File: src/rtl/regfile_pkg.sv
// regfile_pkg: shared register-file sizing and the hardwired zero register index
package regfile_pkg;
  localparam int RF_DATA_W = 8;
  localparam int RF_ADDR_W = 3;
  localparam int REG_ZERO = 0;
endpackage

File: src/rtl/regfile_scoreboard.sv
// regfile_scoreboard: per-register busy bits with set-over-clear priority and a registered busy count
module regfile_scoreboard
  import regfile_pkg::*;
#(
  parameter int ADDR_W = RF_ADDR_W
) (
  input  logic                   clk,
  input  logic                   reset,
  input  logic                   set_en,
  input  logic [ADDR_W-1:0]      set_a,
  input  logic                   clr_en,
  input  logic [ADDR_W-1:0]      clr_a,
  output logic [2**ADDR_W-1:0]   busy_vec,
  output logic [ADDR_W:0]        busy_cnt
);
  localparam int DEPTH = 2**ADDR_W;
  logic [DEPTH-1:0] nxt;
  logic [ADDR_W:0] cnt;
  always_comb begin
    nxt = busy_vec;
    if (clr_en) nxt[clr_a] = 1'b0;
    // a new writer issued on the writeback edge keeps the register pending
    if (set_en) nxt[set_a] = 1'b1;
    nxt[REG_ZERO] = 1'b0;
    cnt = '0;
    for (int i = 0; i < DEPTH; i++) cnt = cnt + {{ADDR_W{1'b0}}, nxt[i]};
  end
  always_ff @(posedge clk or posedge reset)
    if (reset) begin
      busy_vec <= '0;
      busy_cnt <= '0;
    end else begin
      busy_vec <= nxt;
      busy_cnt <= cnt;
    end
endmodule

File: src/rtl/regfile_sb.sv
// regfile_sb: 2R1W register file with zero register, busy-bit scoreboard and optional write-to-read bypass
module regfile_sb
  import regfile_pkg::*;
#(
  parameter int DATA_W = RF_DATA_W,
  parameter int ADDR_W = RF_ADDR_W,
  parameter int BYPASS = 1
) (
  input  logic              clk,
  input  logic              reset,
  input  logic              regwrite,
  input  logic [ADDR_W-1:0] wa,
  input  logic [DATA_W-1:0] wd,
  input  logic [ADDR_W-1:0] ra1,
  input  logic [ADDR_W-1:0] ra2,
  output logic [DATA_W-1:0] rd1,
  output logic [DATA_W-1:0] rd2,
  input  logic              issue_valid,
  input  logic [ADDR_W-1:0] issue_wa,
  output logic              busy1,
  output logic              busy2,
  output logic [ADDR_W:0]   busy_cnt
);
  localparam logic [ADDR_W-1:0] ZA = ADDR_W'(REG_ZERO);
  logic [DATA_W-1:0] regs [2**ADDR_W];
  logic [2**ADDR_W-1:0] busy_vec;
  logic wr, byp1, byp2;
  assign wr = regwrite && wa != ZA;
  always_ff @(posedge clk or posedge reset)
    if (reset) regs <= '{default: '0};
    else if (wr) regs[wa] <= wd;
  regfile_scoreboard #(.ADDR_W(ADDR_W)) u_sb (
    .clk(clk),
    .reset(reset),
    .set_en(issue_valid && issue_wa != ZA),
    .set_a(issue_wa),
    .clr_en(wr),
    .clr_a(wa),
    .busy_vec(busy_vec),
    .busy_cnt(busy_cnt)
  );
  always_comb begin
    byp1 = (BYPASS != 0) && wr && wa == ra1;
    byp2 = (BYPASS != 0) && wr && wa == ra2;
    rd1 = ra1 == ZA ? '0 : byp1 ? wd : regs[ra1];
    rd2 = ra2 == ZA ? '0 : byp2 ? wd : regs[ra2];
    busy1 = busy_vec[ra1] & ~byp1;
    busy2 = busy_vec[ra2] & ~byp2;
  end
endmodule

File: config.mk
export PLATFORM = sky130hd
export DESIGN_NAME = regfile_sb
export DESIGN_NICKNAME = d
export VERILOG_FILES = /design/src/rtl/regfile_pkg.sv /design/src/rtl/regfile_scoreboard.sv /design/src/rtl/regfile_sb.sv
export SDC_FILE = /design/constraint.sdc
export NUM_CORES = 1
export LEC_CHECK = 0
export CAP_MARGIN = 25
export CELL_PAD_IN_SITES_DETAIL_PLACEMENT = 1
export CELL_PAD_IN_SITES_GLOBAL_PLACEMENT = 1
export CORE_ASPECT_RATIO = 0.7
export CORE_MARGIN = 2
export CORE_UTILIZATION = 40
export DETAILED_ROUTE_END_ITERATION = 12
export HOLD_SLACK_MARGIN = 0.08
export PLACE_DENSITY_LB_ADDON = 0.1
export REMOVE_ABC_BUFFERS = 1
export SETUP_SLACK_MARGIN = 0.05
export SYNTH_ARGS = -nofsm -noshare
export SYNTH_HDL_FRONTEND = slang
export SYNTH_SLANG_ARGS = --single-unit
File: constraint.sdc
create_clock -name clk -period 2.6 [get_ports clk]
set_input_delay 0.26 -clock clk [delete_from_list [all_inputs] [get_ports clk]]
set_output_delay 0.26 -clock clk [all_outputs]
set_load 0.02 [all_outputs]
=== After elaboration in Yosys (flattened, before gate mapping) ===
Index checks and enable logic that the tools add are counted.

* Flip-flop bits (word level): 75
* Latch bits: 0
* RAM bits: 0
* Bits in read-only memories: 0
* Bits of input ports: 24
* Output and inout port bits: 22
* Logic and storage cells: 72
* Memories kept: 0

* $add $sub $neg: 6
* Multiply operators: 0
* Divide/modulo/power cells: 0
* Magnitude comparators: 10
* Eq/ne operators: 2
* Shifts and indexed selects: 0
* Multiplexer cells: 23
* Bitwise operators: 10
* Reductions and logical operators: 11

{| class="wikitable"
|+ Operators with widths
! operator !! number
|-
| 8-bit two-way mux || 11
|-
| 64-bit bitwise mux || 1
|-
| 8-bit binary-select mux with 3-bit select || 2
|-
| 8-bit demux with 3-bit select || 1
|-
| 4-bit by 1-bit adder with 4-bit output || 5
|-
| 3-bit by 4-bit less-than comparator with 1-bit output (second input constant) || 4
|-
| 4-bit >= comparator (second input constant) || 3
|-
| 3-bit inverter with 4-bit output || 3
|-
| 8-bit bitwise AND || 1
|-
| 8-bit inverter || 1
|-
| 8-bit OR || 1
|-
| 1-bit logical AND || 7
|-
| 1-bit binary-select mux with 3-bit select || 2
|-
| 1-bit demux with 3-bit select || 2
|-
| 3-bit equality test || 2
|-
| 3-bit by 1-bit >= comparator with 1-bit output (second input constant) || 2
|-
| 3-bit zero test || 2
|-
| 3-bit nonzero test || 2
|-
| 4-bit by 1-bit less-than comparator with 1-bit output (second input constant) || 1
|-
| 1-bit two-way mux || 4
|-
| 1-bit by 1-bit adder with 2-bit output || 1
|-
| 1-bit bitwise AND || 2
|-
| 1-bit inverter || 2
|}

=== Depth between registers and ports, before layout ===
Gate-level depths: netlist of the first run.

* Word-level depth: 15
* Depth in mapped cells: 13
* Depth with buffers taken out: 12

=== By module ===
From an unflattened synthesis of the first run, not the netlist that was laid out.

* Cells, all modules: 311
* Area total of the unflattened synthesis: 4496.8 um2

{| class="wikitable"
|+ By module, submodules not included
! module !! times used !! cells each !! area each (um2) !! sequential area each (um2)
|-
| regfile_sb || 1 || 256 || 3836.2 || 1601.5
|-
| regfile_scoreboard || 1 || 55 || 660.6 || 275.3
|}

=== Worst setup path after synthesis of the first run ===
Ideal clock, no wire load.

* Path kind: input -> register
* From: input port regwrite
* To: register u_sb.busy_cnt[2]
* Library setup time: 123 ps
* Arrival time: 2962 ps
* Data required time: 2477 ps
* Path slack: -484 ps
* Stages: 13
* Path buffers: 1
* Cells stage by stage: nor2b_1 and3b_1 buf_2 o22ai_1 ha_1 inv_1 fa_1 fa_1 inv_1 ha_1 inv_1 fa_1 xnor2_1

* Word-level cells in the longest chain between the ends: 10

{| class="wikitable"
|+ RTL lines
! item !! line !! source
|-
| from (decl) || regfile_sb.sv:11 || <nowiki>input logic regwrite,</nowiki>
|-
| 1-bit logical AND (*) || regfile_sb.sv:28 || <nowiki>assign wr = regwrite && wa != ZA;</nowiki>
|-
| 8-bit two-way mux (*) || regfile_scoreboard.sv:21 || <nowiki>if (clr_en) nxt[clr_a] = 1'b0;</nowiki>
|-
| 8-bit OR (no line) || n/a ||
|-
| 8-bit two-way mux (*) || regfile_scoreboard.sv:23 || <nowiki>if (set_en) nxt[set_a] = 1'b1;</nowiki>
|-
| named net u_sb.nxt[2] || regfile_scoreboard.sv:17 || <nowiki>logic [DEPTH-1:0] nxt;</nowiki>
|-
| 1-bit by 1-bit adder with 2-bit output (*) || regfile_scoreboard.sv:26 || <nowiki>for (int i = 0; i < DEPTH; i++) cnt = cnt + {{ADDR_W{1'b0}}, nxt[i]};</nowiki>
|-
| 4-bit by 1-bit adder with 4-bit output (*) (5 in series) || regfile_scoreboard.sv:26 ||
|-
| named net u_sb.cnt[2] || regfile_scoreboard.sv:18 || <nowiki>logic [ADDR_W:0] cnt;</nowiki>
|-
| to (signal assigned) || regfile_scoreboard.sv:34 || <nowiki>busy_cnt <= cnt;</nowiki>
|-
| to (decl) || regfile_scoreboard.sv:14 || <nowiki>output logic [ADDR_W:0] busy_cnt</nowiki>
|}

Mark *: on every way through the listed nets, which the timed path passes. The rest lies on a longest branch.
A chain may end at the register's enable or synchronous reset.

=== Final worst setup path of the first run ===
* From: input port wa[2]
* To: register u_sb.busy_cnt[2]

* Word-level cells in the longest chain between the ends: 15
* Elaborated cells on any way between the ends: 18
* Those cells by class: add/sub (6); order compare (2); mux (4); bitwise (3); reduce/logical (3)

{| class="wikitable"
|+ RTL lines
! item !! line !! source
|-
| from (decl) || regfile_sb.sv:12 || <nowiki>input logic [ADDR_W-1:0] wa,</nowiki>
|-
| 3-bit by 4-bit less-than comparator with 1-bit output (implied by the code) / 3-bit by 1-bit >= comparator with 1-bit output (equally long branches) || regfile_scoreboard.sv:21 ||
|-
| 1-bit logical AND (implied by the code) || regfile_scoreboard.sv:21 ||
|-
| 1-bit two-way mux (implied by the code) || regfile_scoreboard.sv:21 ||
|-
| 1-bit demux with 3-bit select || n/a ||
|-
| 8-bit inverter (no line) || n/a ||
|-
| 8-bit bitwise AND (no line) || n/a ||
|-
| 8-bit two-way mux (*) || regfile_scoreboard.sv:21 ||
|-
| 8-bit OR (no line) || n/a ||
|-
| 8-bit two-way mux (*) || regfile_scoreboard.sv:23 ||
|-
| named net u_sb.nxt[2] || regfile_scoreboard.sv:17 ||
|-
| 1-bit by 1-bit adder with 2-bit output (*) || regfile_scoreboard.sv:26 ||
|-
| 4-bit by 1-bit adder with 4-bit output (*) (5 in series) || regfile_scoreboard.sv:26 ||
|-
| named net u_sb.cnt[2] || regfile_scoreboard.sv:18 ||
|}

Marks and branches as above.

==> reports/metrics.yaml, run 1 <==
stdcell_area_sq_mm: 0.00582
synth_most_common_cell: "dfrtp_1"
routed_wl_mm: 13.3
worstPathRequired_ns: 2.82
die-area_sq_mm: 0.0120
relSlewSlack: 0.579
grt.total_usage: 0.236
hold_viol: 0
p_per_area_mw_per_mm2: 747
skew_ns: 0.00137
grt_pass1_wl_mm: 20.3
start_util: 0.407
overflow: 0
synth_commonest_cells: "dfrtp_1, mux2_2, mux4_2"
numPortBuffers: 45
synthTopCellsByArea: "dfrtp_1, mux4_2, mux2_2, mux2i_1, o211a_1"
synth-seq-area-share: 0.423
critPathLaunchType: "input pin"
cts.path.max_buffers: 2
final.period_utilization: 1.07
fin_crit_ns: 2.77
core_area_sq_mm: 0.0109
final-seq-area_sq_mm: 0.00188
hold_ws_ns: 0.307
synthesis.area_sq_mm: 0.00443
path_clk_slew_ns: 0.06
rsz0062_at_grt: "yes"
vias_per_cell: 5.49
cts-htree-levels: 3
setup_viol: 2
final_nets: 440
synthDistinctLibCells: 34
power.leakage_nw: 2.71
cts_hold_buf: 0
first_global_vias: 3400
drive_gt1_frac: 0.475
rrSetupSlack_ns: -0.16
drcViolationCount: 0
irDropWorstVdd_uv: 364
grt_antenna_before_repair: 0
clkSinkCount: 75
diodes: 0
cp-end-kind: "flop"
netlist_instances: 318
synth_top_area_cell: "dfrtp_1"
fmax_mhz: 361
critical_path_class: "in -> reg"
status: "finished, violations left"
cts_tree: "yes"
synthArstFlopShare: 1.00
final.fill_count: 1127
syn_avg_cell_area_sq_um: 13.9
r2r-end: "u_sb.busy_cnt[2]$_DFF_PP0_"
synth_edf_count: 0
vias: 3105
drv_cap: 0
dpl_cell_area_sq_mm: 0.00535
ys_seq_elements: 75
place.gp.congestion: 0.785
die_h_um: 92.1
rr_worst_depth: 11
violations: "negative setup slack"
rr_startpoint: "u_sb.busy_vec[2]$_DFF_PP0_"
synth_top_area_frac: 0.423
clkLatencyLatePin_ns: 0.33
cts_inserted_buffers: 9
drtIter0Drc: 170
ys.flop_type: "dfrtp_1"
die-width_um: 130
slew_viol_final: 0
placementRows: 32
io_pins: 46
final_cells: 566
yosysWarningCount: 0
crit_fanout: 3
area_delta_synth_final_pct: 31.3
cts-root-buf: "clkbuf_16"
post_drt_wl_per_cell_um: 23.5
crit_arrival_ns: 2.99
antenna_left: 0
tightest_slew_ns: 0.629
grt_max_degree: 76
dpl.cell_count: 539
first_pass_iters: 4
dp.final_hpwl_mm: 8.60
fin_ws_ns: -0.173
multi_input_area_sq_mm: 0.00244
hold_path.class: "in -> async"
worst max-delay path, cell delays in order:
cell	delay, ns
clkdlybuf4s15_2	0.21
nor2b_4	0.14
and3b_2	0.22
o22ai_2	0.09
ha_1	0.30
inv_2	0.04
fa_1	0.45
fa_1	0.48
inv_2	0.09
ha_4	0.15
inv_2	0.04
fa_1	0.38
xnor2_1	0.14
how the worst max path moves through the flow:
stage                               startpoint                    endpoint
finish                                   wa[2]  u_sb.busy_cnt[2]$_DFF_PP0_
global route                             wa[2]  u_sb.busy_cnt[2]$_DFF_PP0_
CTS                 u_sb.busy_vec[1]$_DFF_PP0_  u_sb.busy_cnt[1]$_DFF_PP0_
detailed placement                    regwrite  u_sb.busy_cnt[1]$_DFF_PP0_
global placement                      regwrite  u_sb.busy_cnt[1]$_DFF_PP0_
floorplan                             regwrite  u_sb.busy_cnt[2]$_DFF_PP0_
area by class of cell:
| cell class | count | share of cell area |
|---|---|---|
| sequential | 75 | 0.323 |
| timing repair buffer | 107 | 0.169 |
| clock inverter | 6 | 0.00989 |
| multi-input combinational | 204 | 0.419 |
| inverter | 12 | 0.00774 |
| clock buffer | 9 | 0.0387 |
| tap | 153 | 0.0329 |
layout by cell type, fill, tap and decap left out, types with 3 or more instances in the layout:
| master | instances |
|---|---|
| dfrtp_1 | 75 |
| mux2i_1 | 18 |
| dlygate4sd2_1 | 23 |
| nand2b_4 | 3 |
| and2_1 | 5 |
| o21ai_0 | 5 |
| nand2_1 | 9 |
| mux2_2 | 58 |
| fa_1 | 3 |
| buf_6 | 3 |
| clkbuf_16 | 10 |
| clkdlybuf4s50_1 | 16 |
| buf_12 | 5 |
| nand3_1 | 18 |
| buf_4 | 53 |
| inv_1 | 7 |
| ha_1 | 3 |
| mux4_2 | 34 |
| clkinv_2 | 4 |
| inv_2 | 5 |
| o21a_1 | 3 |
| xnor2_1 | 3 |
| o211a_1 | 16 |
| dlymetal6s2s_1 | 3 |
report_power, final:
group          internal (mW)  switching (mW)  leakage [nW]
logic                  0.844           0.682          1.65
clock network          0.731           0.494         0.141
registers               1.42           0.178         0.914
total                   2.99            1.35          2.71
sequential cells by signal (all words and copies together), names as in the netlist:
signal / cells
regs: 64
u_sb.busy_vec: 7
u_sb.busy_cnt: 4
layer usage:
layer | up-vias | part of all wire | track usage
met5 | - | 0 | 0
met4 | 0 | 0.0087 | 0.0457
met3 | 11 | 0.059 | 0.0496
met2 | 70 | 0.47 | 0.372
met1 | 1634 | 0.46 | 0.341
li1 | 1390 | - | -
stage by stage:
| step | power (mW) | TNS, ns | utilization | setup slack, ns |
|---|---|---|---|---|
| floorplan | 2.44 | -1.42 | - | -0.530 |
| global placement | 2.97 | -4.28 | 0.492 | -0.727 |
| detailed placement | 3.02 | -4.69 | 0.492 | -0.845 |
| CTS | 4.23 | -0.250 | 0.520 | -0.130 |
| global route | 4.60 | -0.524 | 0.534 | -0.288 |
| finish | 4.34 | -0.333 | 0.534 | -0.173 |
repair_timing:
| action | in CTS | in global routing |
|---|---|---|
| setup buffers | 2 | 9 |
| gates cloned | 0 | 1 |
| endpoints found under the hold margin | 0 | 0 |
| setup endpoints to repair | 22 | 14 |
| pin swaps | 5 | 6 |
| resized for setup | 40 | 18 |
logic make-up (layout without fill, tap and decap cells):
| logic type | after synthesis | after routing | share of synthesized area |
|---|---|---|---|
| simple gates | 51 | 51 | 0.0723 |
| fa+ha+maj | 7 | 7 | 0.0248 |
| flops | 75 | 75 | 0.423 |
| compound gates | 31 | 31 | 0.0596 |
| mux | 110 | 110 | 0.361 |
| xor+xnor | 5 | 5 | 0.0133 |
| buf+inv | 39 | 134 | 0.0457 |
Power figures use the tool's default switching activity.
==> run 2: changes to the inputs <==
- SETUP_SLACK_MARGIN: 0.05 -> 0.15
==> reports/metrics.yaml, run 2 (synthesis results as in run 1) <==
crit_arrival_ns: 2.97
clkSinkCount: 75
grt_most_used_layer: "met2"
vias_per_cell: 5.43
dpl.cell_count: 539
die_h_um: 92.1
relSlewSlack: 0.602
gr-usage-met3: 0.0508
total_power_mw: 4.33
post_drt_wl_per_cell_um: 23.2
final.fill_count: 1114
vias: 3089
fin_crit_ns: 2.73
stdcell_area_sq_mm: 0.00581
drv_cap: 0
hold_ws_ns: 0.306
skew_ns: 0.00471
grt_antenna_before_repair: 0
numPortBuffers: 45
core_area_sq_mm: 0.0109
first_global_vias: 3457
max_stage_delay_ns: 0.52
tns_ns: -0.183
p_per_area_mw_per_mm2: 745
post-place-ws_ns: -0.845
worstPathRequired_ns: 2.84
reg_top3: "regs (64), u_sb.busy_vec (7), u_sb.busy_cnt (4)"
cts-root-buf: "clkbuf_16"
diodes: 0
final_nets: 443
overflow: 0
status: "finished, violations left"
regMostFlops: "regs"
hold_viol: 0
final_common_cell: "dfrtp_1"
worstPathCellList: "inv_2 > o22ai_2 > ha_1 > inv_2 > fa_1 > fa_1 > inv_2 > ha_4 > inv_2 > fa_2 > inv_2"
final_cells: 569
crit_fanout: 2
largest_register_ffs: 64
start_util: 0.407
cp.buffers_inverters: 5
critical_path_class: "reg -> reg"
fin_ws_ns: -0.134
final.period_utilization: 1.05
slew_viol_final: 0
dpl_cell_area_sq_mm: 0.00535
cts_tree: "yes"
antenna_left: 0
final_cell_mix: "dfrtp_1, mux2_2, buf_4, mux4_2, dlygate4sd2_1"
critPathLaunchType: "flop"
grt_max_degree: 76
clkLatencyLatePin_ns: 0.34
rsz0062_at_grt: "yes"
first_pass_iters: 4
tightest_slew_ns: 0.594
hold_path.class: "in -> async"
fmax_mhz: 366
cpLargestDelayFamily: "adder cells"
violations: "negative setup slack"
routed_wl_mm: 13.2
final_core_utilization: 0.534
use_met2: 0.382
cts_hold_buf: 0
irDropWorstVdd_uv: 368
drive_gt1_frac: 0.488
grt.total_usage: 0.242
area_delta_synth_final_pct: 31.2
cp-end-kind: "flop"
cts_inserted_buffers: 9
dp.final_hpwl_mm: 8.60
path_clk_slew_ns: 0.06
die-area_sq_mm: 0.0120
cts.path.max_buffers: 2
gr-usage-met1: 0.347
die-width_um: 130
power.leakage_nw: 2.68
setup_viol: 3
drtIter0Drc: 154
crit_top_cell: "inv_2"
cp_slowest_cell: "fa_2"
io_pins: 46
drcViolationCount: 0
placementRows: 32
grt_pass1_wl_mm: 20.7
place.gp.congestion: 0.785
cts-htree-levels: 3
==> run 2: cell type report <==
cell class,instances,area (sq um),share of cell area
multi-input cells,204,2420,0.417
well taps,153,191,0.0329
flip-flops and latches,75,1880,0.323
clock inverters,6,57.6,0.00990
clock buffers,9,225,0.0387
inverters,12,45.0,0.00775
repair buffers,110,992,0.171
==> run 2: worst paths after layout <==
| kind | from | endpoint | slack (ns) | cells past startpoint |
|---|---|---|---|---|
| setup / recovery | u_sb.busy_vec[2]$_DFF_PP0_ | u_sb.busy_cnt[1]$_DFF_PP0_ | -0.13 | 11 |
| min in group clk | regs[56]$_DFFE_PP0P_ | regs[56]$_DFFE_PP0P_ | 0.40 | 0 |
| max in group asynchronous | reset | u_sb.busy_vec[1]$_DFF_PP0_ | 1.92 | 3 |
| setup reg to reg | u_sb.busy_vec[2]$_DFF_PP0_ | u_sb.busy_cnt[1]$_DFF_PP0_ | -0.13 | 11 |
| hold reg to reg | regs[56]$_DFFE_PP0P_ | regs[56]$_DFFE_PP0P_ | 0.40 | 0 |
| hold / removal | reset | regs[31]$_DFFE_PP0P_ | 0.31 | 3 |
==> run 2: worst register-to-register path, delay by kind of cell, from the launching register on <==
kind	cells	cell delay (ns)
AOI/OAI and AO/OA	1	0.18
adders and majority gates	5	1.82
buffers and inverters	5	0.27
DFF	1	0.39
==> run 2: repair_timing <==
item,4_1_cts,5_1_grt
gates resized for setup,59,10
pin swaps,7,5
gates cloned,0,0
endpoints found under the setup margin,22,7
setup buffers,13,2
==> run 2: report_power, final <==
part / leakage (nW) / switching (mW) / internal (mW)
registers: 0.914 / 0.177 / 1.42
clock network: 0.141 / 0.492 / 0.731
logic: 1.63 / 0.668 / 0.845
total: 2.68 / 1.34 / 2.99
==> run 2: routing by layer <==
layer | wire length, um | vias up
met4 | 81 | 0
li1 | - | 1394
met5 | 0 | -
met2 | 6210 | 61
met1 | 6320 | 1625
met3 | 619 | 9
==> run 3: changes to the inputs <==
- CTS_CLUSTER_SIZE: default -> 25
- DONT_BUFFER_PORTS: default -> 1
- PLACE_DENSITY: default -> 0.63
- PLACE_DENSITY_LB_ADDON: 0.1 -> default
==> reports/metrics.yaml, run 3 (synthesis results as in run 1) <==
vias: 2869
internal_power_mw: 3.00
critPathLaunchType: "flop"
skew_ns: 0.00220
final.fill_count: 1116
highest_layer: "met4"
cpLargestDelayFamily: "adder cells"
fin_crit_ns: 2.70
critical_path_class: "reg -> reg"
crit_top_cell: "inv_2"
grt.total_usage: 0.223
slew_viol_final: 0
tightest_slew_ns: 0.608
fmax_mhz: 371
multi_input_area_sq_mm: 0.00241
drive_gt1_frac: 0.455
max_stage_delay_ns: 0.52
met2_length_mm: 5.54
pwr-share-clk: 0.323
clkSinkCount: 75
total_power_mw: 4.25
worstPathRequired_ns: 2.84
grt_antenna_before_repair: 0
crit_cells: 11
rrSetupSlack_ns: -0.1
crit_fanout: 2
cts_tree: "yes"
power_frac_comb: 0.296
start_util: 0.407
area_delta_synth_final_pct: 17.1
seqPwrFrac: 0.381
final_nets: 371
largest_register_ffs: 64
dp.final_hpwl_mm: 7.87
cp.buffers_inverters: 5
cts_inserted_buffers: 9
power.switching_mw: 1.26
relSlewSlack: 0.594
drv_cap: 0
final.period_utilization: 1.04
crit_arrival_ns: 2.93
status: "finished, violations left"
irDropWorstVdd_uv: 454
grt_max_degree: 54
core_area_sq_mm: 0.0109
worstPathCellList: "inv_2 > o22ai_4 > ha_4 > inv_2 > fa_1 > fa_1 > inv_2 > ha_4 > inv_2 > fa_2 > inv_2"
antenna_left: 0
cts-htree-levels: 3
clkLatencyLatePin_ns: 0.34
hold_path.class: "in -> reg"
post_drt_wl_per_cell_um: 24.9
cts-root-buf: "clkbuf_16"
drcViolationCount: 0
drtIter0Drc: 151
rr_worst_depth: 11
overflow: 0
placementRows: 32
rr_startpoint: "u_sb.busy_vec[1]$_DFF_PP0_"
fin_ws_ns: -0.0972
dr_wl_met3_um: 830
cp-end-kind: "flop"
regMostFlops: "regs"
final_common_cell: "dfrtp_1"
diodes: 0
switching_share: 0.295
violations: "negative setup slack"
rsz0062_at_grt: "yes"
path_clk_slew_ns: 0.06
numPortBuffers: 0
place.gp.congestion: 0.774
cts.path.max_buffers: 2
final_cell_mix: "dfrtp_1, mux2_2, mux4_2, buf_4"
die-area_sq_mm: 0.0120
hold_viol: 0
setup_viol: 3
p_per_area_mw_per_mm2: 820
power.leakage_nw: 2.29
die-width_um: 130
first_global_vias: 3077
dpl_cell_area_sq_mm: 0.00464
reg_top3: "regs (64), u_sb.busy_vec (7), u_sb.busy_cnt (4)"
cp_slowest_cell: "fa_2"
stdcell_area_sq_mm: 0.00519
final-seq-area_sq_mm: 0.00188
wl_met1_mm: 5.90
io_pins: 46
routed_wl_mm: 12.4
crit_end: "u_sb.busy_cnt[1]$_DFF_PP0_"
grt_pass1_wl_mm: 19.1
first_pass_iters: 4
worstSetupStartpoint: "u_sb.busy_vec[1]$_DFF_PP0_"
r2r-end: "u_sb.busy_cnt[1]$_DFF_PP0_"
die_h_um: 92.1
vias_per_cell: 5.76
==> run 3: cell count changes in the layout (fill, tap and decap cells not counted), sizes merged <==
| cell | change |
|---|---|
| bufinv | +1 |
| dlygate4sd3 | +11 |
| clkinvlp | +1 |
| clkdlybuf4s15 | -4 |
| buf | -39 |
| clkdlybuf4s50 | -15 |
| clkinv | -2 |
| dlygate4sd2 | -24 |
==> run 3: layout make-up <==
class / instances / share of cell area
Tap cell: 153 / 0.0369
Clock inverter: 6 / 0.0171
Clock buffer: 10 / 0.0461
Multi-Input combinational cell: 204 / 0.465
Inverter: 12 / 0.00868
Sequential cell: 75 / 0.362
Timing Repair Buffer: 38 / 0.0642
==> run 3: how the worst min path moves through the flow <==
stage / from / to / slack (ns) / depth (start not counted)
after floorplan: regs[56]$_DFFE_PP0P_ / regs[56]$_DFFE_PP0P_ / 0.37 / 0
after global placement: reset / regs[31]$_DFFE_PP0P_ / 0.22 / 1
after detailed placement: reset / regs[31]$_DFFE_PP0P_ / 0.23 / 1
after CTS: wd[7] / regs[39]$_DFFE_PP0P_ / 0.08 / 1
after global routing: issue_wa[0] / u_sb.busy_vec[4]$_DFF_PP0_ / 0.13 / 1
final: issue_wa[1] / u_sb.busy_vec[7]$_DFF_PP0_ / 0.12 / 2
==> run 3: what timing repair did <==
action,CTS,global route
endpoints found under the hold margin,76,2
pin swaps,7,4
resized for setup,11,7
setup endpoints to repair,3,3
buffers inserted,4,1
hold buffers,9,2
==> run 3: metrics by stage <==
stage,util,std cells,setup TNS (ns),setup slack (ns),hold slack [ns]
5_1_grt,0.476,498,-0.502,-0.203,0.130
3_5_place_dp,0.426,466,-1.42,-0.520,0.234
2_1_floorplan,-,291,-1.42,-0.530,0.365
4_1_cts,0.471,495,-0.118,-0.0963,0.0805
3_3_place_gp,0.426,466,-1.03,-0.401,0.218
6_report,0.476,498,-0.194,-0.0972,0.124
==> run 3: layer usage <==
metal,up-vias,global-route usage
li1,1247,-
met1,1544,0.325
met2,65,0.329
met3,13,0.0618
met4,0,0.0582
met5,-,0
==> run 3: power groups by stage <==
stage	logic (mW)	clock network [mW]	registers [mW]
global route	1.39	1.46	1.65
finish	1.26	1.37	1.62
CTS	1.21	1.40	1.61
global placement	1.04	0	1.61
detailed placement	1.07	0	1.63
floorplan	0.870	0	1.57
==> RTL edit: new RTL, settings of run 3 <==
Change the package constant `RF_DATA_W` from 8 to 12.
--- a/src/rtl/regfile_pkg.sv
+++ b/src/rtl/regfile_pkg.sv
@@ -1,5 +1,5 @@
 // regfile_pkg: shared register-file sizing and the hardwired zero register index
 package regfile_pkg;
-  localparam int RF_DATA_W = 8;
+  localparam int RF_DATA_W = 12;
   localparam int RF_ADDR_W = 3;
   localparam int REG_ZERO = 0;
Ports: changed (resized rd1, rd2 and wd); port bits go from 46 to 58. No check against the original RTL was run, so the function may have changed too.
==> RTL edit against run 3 <==
The run still ends with negative setup slack left. Maximum frequency is 2.2% higher. Clock power is essentially flat. Worst setup slack better by 0.058 ns. Area after synthesis up 41%. Worst hold slack better by 0.0092 ns. Design area grew 33%. Sequential cell count is 32 higher. Routed wire length grew 38%. Count of clock-buffer cells in the layout is 1 higher. Power grew 22%. Largest power group unchanged.
==> RTL edit: results (changes against run 3) <==
H-tree Lvls 3 (unchanged); cell area power density 749 mW/mm^2 (-8.6%); DR vias/cell 6.11 (+6.1%); # diodes 0 (unchanged); met1 wire length 8090 um (+37%); dpl ws -0.447 ns (+0.0730 ns); Clock Latency Late Sink 0.34 ns (about the same); Cells after Synth 438 (+38%); dpl hpwl 10,700 um (+36%); largest registers regs (96), u_sb.busy_vec (7), u_sb.busy_cnt (4); Slowest-stage cell, CP fa_1; dpl cells 614 (+32%); post-synthesis adder-cell area fraction 1.76% (-0.73 points); failing checks negative setup slack; comb pwr 1.52 mW (+21%); post-placement cell area 0.00641 mm^2 (+38%); min-delay worst type input port to register; Setup WS post-layout -0.0396 ns (+0.0576 ns); mux cell area share after synthesis 38.6% (+2.5 points); delay-heaviest family, CP adder cells; Clock transition at path regs 0.07 ns; Sw Share 30.0% (+0.44 points); Layout Skew 0.00100 ns (-0.00119 ns); DR WL met3 755 um (-9.0%); fin nets 477 (+29%); share of cells above drive strength 1 37.9% (-7.6 points); DR iter-0 viols 207 (+37%); maximum number of pins on one net before global-route repair 49 (-9.3%); VDD IR-drop max 0.395 mV (-13%); asr flop ratio synth 100% (unchanged); Pleak 3.10 nW (+35%); final setup fails 2 (-1); Data arrival, critical path 2.87 ns (-0.06 ns); DR vias 3,950 (+38%); outcome finished, violations left; synth cell count leaders dfrtp_1, mux2_2, mux4_2, mux2i_1, nand3_1; seq pwr 2.27 mW (+40%); Post-Synth XOR/XNOR Area 0.700% (-0.63 points); Critical Path Max Stage Delay 0.49 ns (-0.03 ns); gpl congestion 0.757 (-2.2%); first-pass GRT wire length 26,600 um (+39%); Yosys warning count 0 (unchanged); drt first pass iters 6 (+2); register area share after synthesis 42.8% (+0.43 points); Top Metal Used met4; final setup TNS -0.0769 ns (+0.117 ns); vias in the first global route 4,355 (+42%); post-synthesis compound-gate area fraction 5.42% (-0.54 points); met2 WL 8030 um (+45%); Slew @ Worst Pin 0.649 ns (+0.0410 ns); # Max-Cap Violations 0 (unchanged); Tot GR Track Use 21.4% (-0.86 points); fillcell total 1,565 (+40%); Root Buffer clkbuf_16; wire length per cell 26.4 um (+6.2%); distinct cell type count after synthesis 37 (+8.8%); top post-synthesis cells by area dfrtp_1, mux2_2, mux4_2
[RTL edit: cell count changes after synthesis, sizes merged, moves of 10 or more]
| cell | before | now |
|---|---|---|
| mux2 | 58 | 86 |
| clkbuf | 8 | 18 |
| dfrtp | 75 | 107 |
| mux4 | 34 | 50 |
| buf | 19 | 29 |
[RTL edit: final timing paths]
check	start	endpoint	slack, ns	cells after the start
max in group asynchronous	reset	regs[90]	1.47	3
hold reg to reg	regs[95]	regs[95]	0.40	0
hold / removal	issue_wa[1]	u_sb.busy_vec[7]	0.13	2
min in group asynchronous	reset	regs[88]	0.45	2
setup reg to reg	u_sb.busy_vec[1]	u_sb.busy_cnt[2]	-0.04	11
setup / recovery	u_sb.busy_vec[1]	u_sb.busy_cnt[2]	-0.04	11
[RTL edit: layout make-up]
cell class / count / area, um^2 / share of cell area, %
clock buffer: 11 / 233 / 3.37
tap: 200 / 250 / 3.63
timing repair buffer: 40 / 358 / 5.19
inverter: 12 / 47.5 / 0.689
multi-input combinational: 272 / 3280 / 47.6
clock inverter: 4 / 51.3 / 0.744
sequential: 107 / 2680 / 38.8
[RTL edit: layer usage]
metal	track usage, %	vias to the layer above
met3	4.97	17
met1	29.4	2157
met4	4.65	0
met5	0	-
li1	-	1689
met2	35.3	87
[RTL edit: what timing repair did]
| item | 4_1_cts | 5_1_grt |
|---|---|---|
| setup buffers | 1 | 1 |
| gates resized for setup | 2 | 7 |
| setup endpoints to repair | 3 | 3 |
| hold buffers | 15 | 0 |
| hold endpoints to repair | 125 | 0 |
| pin swaps | 0 | 2 |
[RTL edit: logic make-up after synthesis]
logic type | count (synthesis)
simple gates | 59
buf+inv | 59
xor+xnor | 5
fa+ha+maj | 7
flops | 107
mux | 162
compound gates | 39
